<file path="src/rtl/wireframe_buffer_ctrl_pkg.sv">
// Shared sizes and state types for the double-buffered wireframe sequencer.
package wireframe_buffer_ctrl_pkg;

  localparam int WIDTH               = 160;
  localparam int HEIGHT              = 120;
  localparam int WIREFRAME_ADDR_SIZE = $clog2(WIDTH * HEIGHT);

  typedef logic [WIREFRAME_ADDR_SIZE-1:0] wf_addr_t;

  typedef enum logic [1:0] {W_CLEAR, W_DRAW, W_SWAP} wf_wstate_t;
  typedef enum logic [1:0] {R_IDLE, R_PRIME, R_STREAM} wf_rstate_t;

endpackage

</file>
<file path="src/rtl/wireframe_scan.sv">
// Front-buffer reader: primes the registered SRAM read, then streams pixels
// with valid/ready, tracking the linear address and x/y without a multiplier.
module wireframe_scan
  import wireframe_buffer_ctrl_pkg::*;
#(
  parameter  int WIDTH  = 4,
  parameter  int HEIGHT = 3,
  parameter  int AW     = 4,
  localparam int XW     = $clog2(WIDTH),
  localparam int YW     = $clog2(HEIGHT)
) (
  input  logic          clk,
  input  logic          n_rst,
  input  logic          flip,
  input  logic          pix_ready,
  input  logic          sram_data_out,
  output logic          pix_valid,
  output logic          pix_data,
  output logic [XW-1:0] pix_x,
  output logic [YW-1:0] pix_y,
  output logic          pix_last,
  output logic [AW-1:0] read_addr,
  output logic          idle
);

  localparam int            N    = WIDTH * HEIGHT;
  localparam logic [AW-1:0] LAST = AW'(N - 1);

  wf_rstate_t    state, state_next;
  logic [AW-1:0] cur;
  logic          handshake;

  assign pix_valid = (state == R_STREAM);
  assign pix_last  = pix_valid && (cur == LAST);
  assign pix_data  = sram_data_out;
  assign handshake = pix_valid && pix_ready;
  assign idle      = (state == R_IDLE);

  // The read address looks one pixel ahead on a handshake so the registered
  // SRAM output already holds the next pixel when it is presented.
  always_comb begin
    // NOTE: defaults first so every path assigns every output and no latch is inferred.
    state_next = state;
    read_addr  = '0;
    case (state)
      R_IDLE:   if (flip) state_next = R_PRIME;
      R_PRIME:  state_next = R_STREAM;
      R_STREAM: begin
        read_addr = cur;
        if (handshake) begin
          if (pix_last) state_next = R_IDLE;
          else          read_addr  = cur + 1'b1;
        end
      end
      default:  state_next = R_IDLE;
    endcase
  end

  // NOTE: non-blocking assignments so every register samples pre-edge values.
  always_ff @(posedge clk or negedge n_rst) begin
    if (!n_rst) begin
      state <= R_IDLE;
      cur   <= '0;
      pix_x <= '0;
      pix_y <= '0;
    end else begin
      state <= state_next;
      if (state == R_PRIME || (handshake && pix_last)) begin
        cur   <= '0;
        pix_x <= '0;
        pix_y <= '0;
      end else if (handshake) begin
        cur <= cur + 1'b1;
        if (pix_x == XW'(WIDTH - 1)) begin
          pix_x <= '0;
          pix_y <= pix_y + 1'b1;
        end else begin
          pix_x <= pix_x + 1'b1;
        end
      end
    end
  end

endmodule

</file>
<file path="src/rtl/wireframe_buffer_ctrl.sv">
// Sequencer for the double-buffered wireframe SRAM: clears the back buffer,
// passes drawer writes through, and flips only when drawer and reader are done.
module wireframe_buffer_ctrl
  import wireframe_buffer_ctrl_pkg::*;
#(
  parameter  int WIDTH  = wireframe_buffer_ctrl_pkg::WIDTH,
  parameter  int HEIGHT = wireframe_buffer_ctrl_pkg::HEIGHT,
  parameter  int AW     = WIREFRAME_ADDR_SIZE,
  localparam int XW     = $clog2(WIDTH),
  localparam int YW     = $clog2(HEIGHT)
) (
  input  logic          clk,
  input  logic          n_rst,
  input  logic          draw_req,
  input  logic [AW-1:0] draw_addr,
  input  logic          draw_data,
  output logic          draw_ready,
  output logic          draw_ack,
  input  logic          frame_done,
  output logic          pix_valid,
  input  logic          pix_ready,
  output logic          pix_data,
  output logic [XW-1:0] pix_x,
  output logic [YW-1:0] pix_y,
  output logic          pix_last,
  output logic          sram_write_en,
  output logic          sram_data_in,
  output logic [AW-1:0] sram_write_addr,
  output logic [AW-1:0] sram_read_addr,
  output logic          sram_flip,
  input  logic          sram_data_out,
  output logic [7:0]    frame_count
);

  localparam int            N    = WIDTH * HEIGHT;
  localparam logic [AW-1:0] LAST = AW'(N - 1);

  wf_wstate_t    w_state, w_state_next;
  logic [AW-1:0] clr_addr;
  logic          reader_idle;

  assign draw_ack = draw_req && draw_ready;

  always_comb begin
    w_state_next    = w_state;
    draw_ready      = 1'b0;
    sram_write_en   = 1'b0;
    sram_data_in    = 1'b0;
    sram_write_addr = clr_addr;
    sram_flip       = 1'b0;
    case (w_state)
      W_CLEAR: begin
        sram_write_en = 1'b1;
        if (clr_addr == LAST) w_state_next = W_DRAW;
      end
      W_DRAW: begin
        draw_ready      = 1'b1;
        sram_write_en   = draw_req;
        sram_write_addr = draw_addr;
        sram_data_in    = draw_data;
        if (frame_done) w_state_next = W_SWAP;
      end
      // Swap waits for the reader so a frame is never torn mid-stream.
      W_SWAP: begin
        if (reader_idle) begin
          sram_flip    = 1'b1;
          w_state_next = W_CLEAR;
        end
      end
      default: w_state_next = W_CLEAR;
    endcase
  end

  always_ff @(posedge clk or negedge n_rst) begin
    if (!n_rst) begin
      w_state     <= W_CLEAR;
      clr_addr    <= '0;
      frame_count <= '0;
    end else begin
      w_state <= w_state_next;
      if (w_state == W_CLEAR) clr_addr <= (clr_addr == LAST) ? '0 : clr_addr + 1'b1;
      if (sram_flip) begin
        frame_count <= frame_count + 1'b1;
        clr_addr    <= '0;
      end
    end
  end

  wireframe_scan #(
    .WIDTH  (WIDTH),
    .HEIGHT (HEIGHT),
    .AW     (AW)
  ) u_scan (
    .clk           (clk),
    .n_rst         (n_rst),
    .flip          (sram_flip),
    .pix_ready     (pix_ready),
    .sram_data_out (sram_data_out),
    .pix_valid     (pix_valid),
    .pix_data      (pix_data),
    .pix_x         (pix_x),
    .pix_y         (pix_y),
    .pix_last      (pix_last),
    .read_addr     (sram_read_addr),
    .idle          (reader_idle)
  );

endmodule
</file>
<file path="config.mk">
export PLATFORM = sky130hd
export DESIGN_NAME = wireframe_buffer_ctrl
export DESIGN_NICKNAME = d
export VERILOG_FILES = /design/src/rtl/wireframe_buffer_ctrl_pkg.sv /design/src/rtl/wireframe_scan.sv /design/src/rtl/wireframe_buffer_ctrl.sv
export SDC_FILE = /design/constraint.sdc
export NUM_CORES = 1
export LEC_CHECK = 0
export ABC_AREA = 1
export BUFFER_PORTS_ARGS = -buffer_cell sky130_fd_sc_hd__buf_2
export CORE_MARGIN = 3
export CORE_UTILIZATION = 39
export CTS_CLUSTER_SIZE = 40
export DETAILED_ROUTE_END_ITERATION = 7
export GPL_ROUTABILITY_DRIVEN = 0
export PLACE_DENSITY = 0.67
export SLEW_MARGIN = 20
export SYNTH_ARGS = -nofsm -noshare
export SYNTH_HDL_FRONTEND = slang
export SYNTH_SLANG_ARGS = --single-unit
</file>
<file path="constraint.sdc">
create_clock -name clk -period 2.18 [get_ports clk]
set_input_delay 0.436 -clock clk [delete_from_list [all_inputs] [get_ports clk]]
set_output_delay 0.436 -clock clk [all_outputs]
set_load 0.05 [all_outputs]
</file>
==> flow_summary.toml <==
[status]
outcome = "finished, violations left"
violations = "negative setup slack"

[cells_and_area]
final_util_pct = 55.25
area_growth_pct = 33.17
n_antenna_cell = 0
final_cells = 694
final_common_cell = "nand2_1"
final_design_area_no_fill_um2 = 4677
fill_cells = 800
layout-drive-gt1-share_pct = 30.39
final_cell_mix = "nand2_1, buf_2, dfrtp_1"
final_nets = 611

[floorplan]
start_util_pct = 41.49
rows = 33
io_pins = 83
die_w_um = 100.9
die-height_um = 100.9
die_area_um2 = 10180
core_area_um2 = 8464

[sta]
finalHoldViolCount = 0
slew_headroom_pct = 72.35
rsz0062_at_grt = "yes"
setup_viol = 14
period_needed_ps = 2309
clock_skew_ps = 10.11
worstMarginPinSlew_ps = 414.4
fin_ws_ps = -129.3
drv_slew = 0
fin_crit_sh_pct = 105.9
fmax_mhz = 433.0

[critical_path]
endpoint_kind = "output pin"
critPathKind = "register to output pin"
rr_startpoint = "clr_addr[0]$_DFFE_PN0P_"
crit_arrival_ps = 1870
crit_fanout = 7
startpoint_type = "register"
cp-startpoint = "u_scan.cur[0]$_DFFE_PN0P_"
worstPathRequired_ps = 1740
worst-r2r-cell-count = 8

[placed_design]
place_area_um2 = 4192
portBuffers = 80
placed_cells = 665
pre_cts_slack_ps = 38.32
dpl.hpwl_mm = 6.547

[detailed_routing]
drt-vias-per-instance = 5.050
drt_pass1_iterations = 4
wl_per_cell_um = 13.14
drt_iter0_drc = 115
ant_nets = 0
drc_errors = 0
vias = 3505
routed_wl_mm = 9.121

[clock_tree]
cts_max_level = 3
clk_pin_slew_worst_paths_ps = 70
clkLatencyLatePin_ps = 330
cts_root_buffer = "clkbuf_8"
cts.sinks = 57
cts_buffers = 9
cts_tree = "yes"
clock_path_buffers = 2

[synth]
synth_adder_area_share_pct = 1.781
synth_compound_area_share_pct = 11.26
syn_nets = 500
ys_types = 35
synthCells = 473
ys_ff_latch = 57
yosysWarnings = 0
seq_area_frac_synth_pct = 40.61
synth_edf_count = 0
synth_top_flop_cell = "dfrtp_1"
syn_area_um2 = 3512
synth_top_family_by_area = "simple AND/OR/NAND/NOR gates"
synth_mux_area_share_pct = 0
synth.avg_cell_area_um2 = 7.425
yosys.area_share.simple_pct = 31.17
synthArstFlopShare_pct = 100.0
synthXorXnorAreaFrac_pct = 6.733

[global_route]
grt_max_degree = 58
grt_overflow_total = 0
track_usage_pct = 18.57
antenna_found_initial = 0
grt_pass1_wl_mm = 15.31
grt_pass1_vias = 3371

[flow_run]
maxCapViolCount = 0

[power_and_ir_drop]
p_leak_uw = 0.002400
ir_drop_mv = 0.4334
pwr_density_cell_nw_per_um2 = 649.9

[worst_hold_path]
hold_class = "primary input to async pin"
metrics by stage:
step / TNS [ps] / hold WS [ps] / total power [uW]
after floorplan: -3670 / 140.4 / 1834
after global placement: 0 / 458.9 / 2063
after detailed placement: 0 / 464.4 / 2082
after CTS: -832.9 / 91.14 / 3045
after global routing: -2580 / 110.4 / 3203
final: -923.8 / 96.82 / 3039
cells by family after synthesis:
family / count (synthesis)
XOR/XNOR: 27
adder cells (fa/ha/maj): 5
buffers and inverters: 71
AO/OA/AOI/OAI: 75
AND/OR/NAND/NOR: 238
flip-flops: 57
registers in the layout, indices dropped and copies added (netlist names):
name          count
clr_addr         15
u_scan.cur       15
frame_count       8
u_scan.pix_x      8
u_scan.pix_y      7
u_scan.state      2
w_state           2
power breakdown:
group	internal, uW	switching [uW]
clock	403	427
combinational	339	615
sequential	1140	112
total	1890	1150
cell type report:
type	count	area, um2	area share, %
flip-flops and latches	57	1426	30.50
clock inverters	6	35.03	0.7491
well taps	105	131.4	2.809
repair buffers	109	752.0	16.08
clock buffers	10	127.6	2.729
multi-input cells	345	1961	41.92
inverters	62	244.0	5.217
Yosys cell counts (2+ instances only):
library cell	number	area share (%)
nor2_1	35	3.7
nand2_4	4	1.3
nand4_1	8	1.4
clkbuf_1	3	0.32
xnor2_1	6	1.5
o22ai_1	8	1.4
nand3b_1	3	0.64
ha_1	5	1.8
nor3_1	5	0.71
dfrtp_1	57	41
inv_4	2	0.36
inv_1	58	6.2
nand3_2	2	0.57
buf_6	2	0.64
nor2_2	3	0.53
nand3_1	41	5.8
buf_4	2	0.43
a21oi_1	16	2.3
o21ai_0	38	5.4
o21ai_1	10	1.4
buf_2	2	0.29
xor2_1	21	5.2
nand2_1	127	14
nor2_4	4	1.3
worst paths after layout:
kind / endpoint / slack (ps)
worst max register to register: clr_addr[12]$_DFFE_PN0P_ / 460
min in group clk: w_state[0]$_DFFE_PN0P_ / 320
worst min register to register: frame_count[7]$_DFFE_PN0P_ / 490
max in group asynchronous: u_scan.cur[0]$_DFFE_PN0P_ / 1830
worst max-delay path: sram_read_addr[9] / -130
worst min-delay path: u_scan.cur[13]$_DFFE_PN0P_ / 100
critical path, stage by stage, from the launching register on:
cell	delay (ps)
dfrtp_1	400
ha_4	170
nand3_4	100
nor2_4	140
nand2_4	90
nand2_8	120
buf_8	140
nand2_2	60
a21oi_2	150
buf_6	180
layer usage:
layer / GRT usage (%) / routed length, um
met5: 0 / 0
met4: 7.362 / 111
met3: 3.875 / 504
met2: 30.78 / 4387
met1: 23.62 / 4117
repair_timing:
item                                    4_1_cts  5_1_grt
gates resized for setup                      56       19
pin swaps                                     8        2
endpoints found under the setup margin       15       32
hold buffers                                  0        0
buffers inserted                              9        4
(Power assumes the default switching activity.)
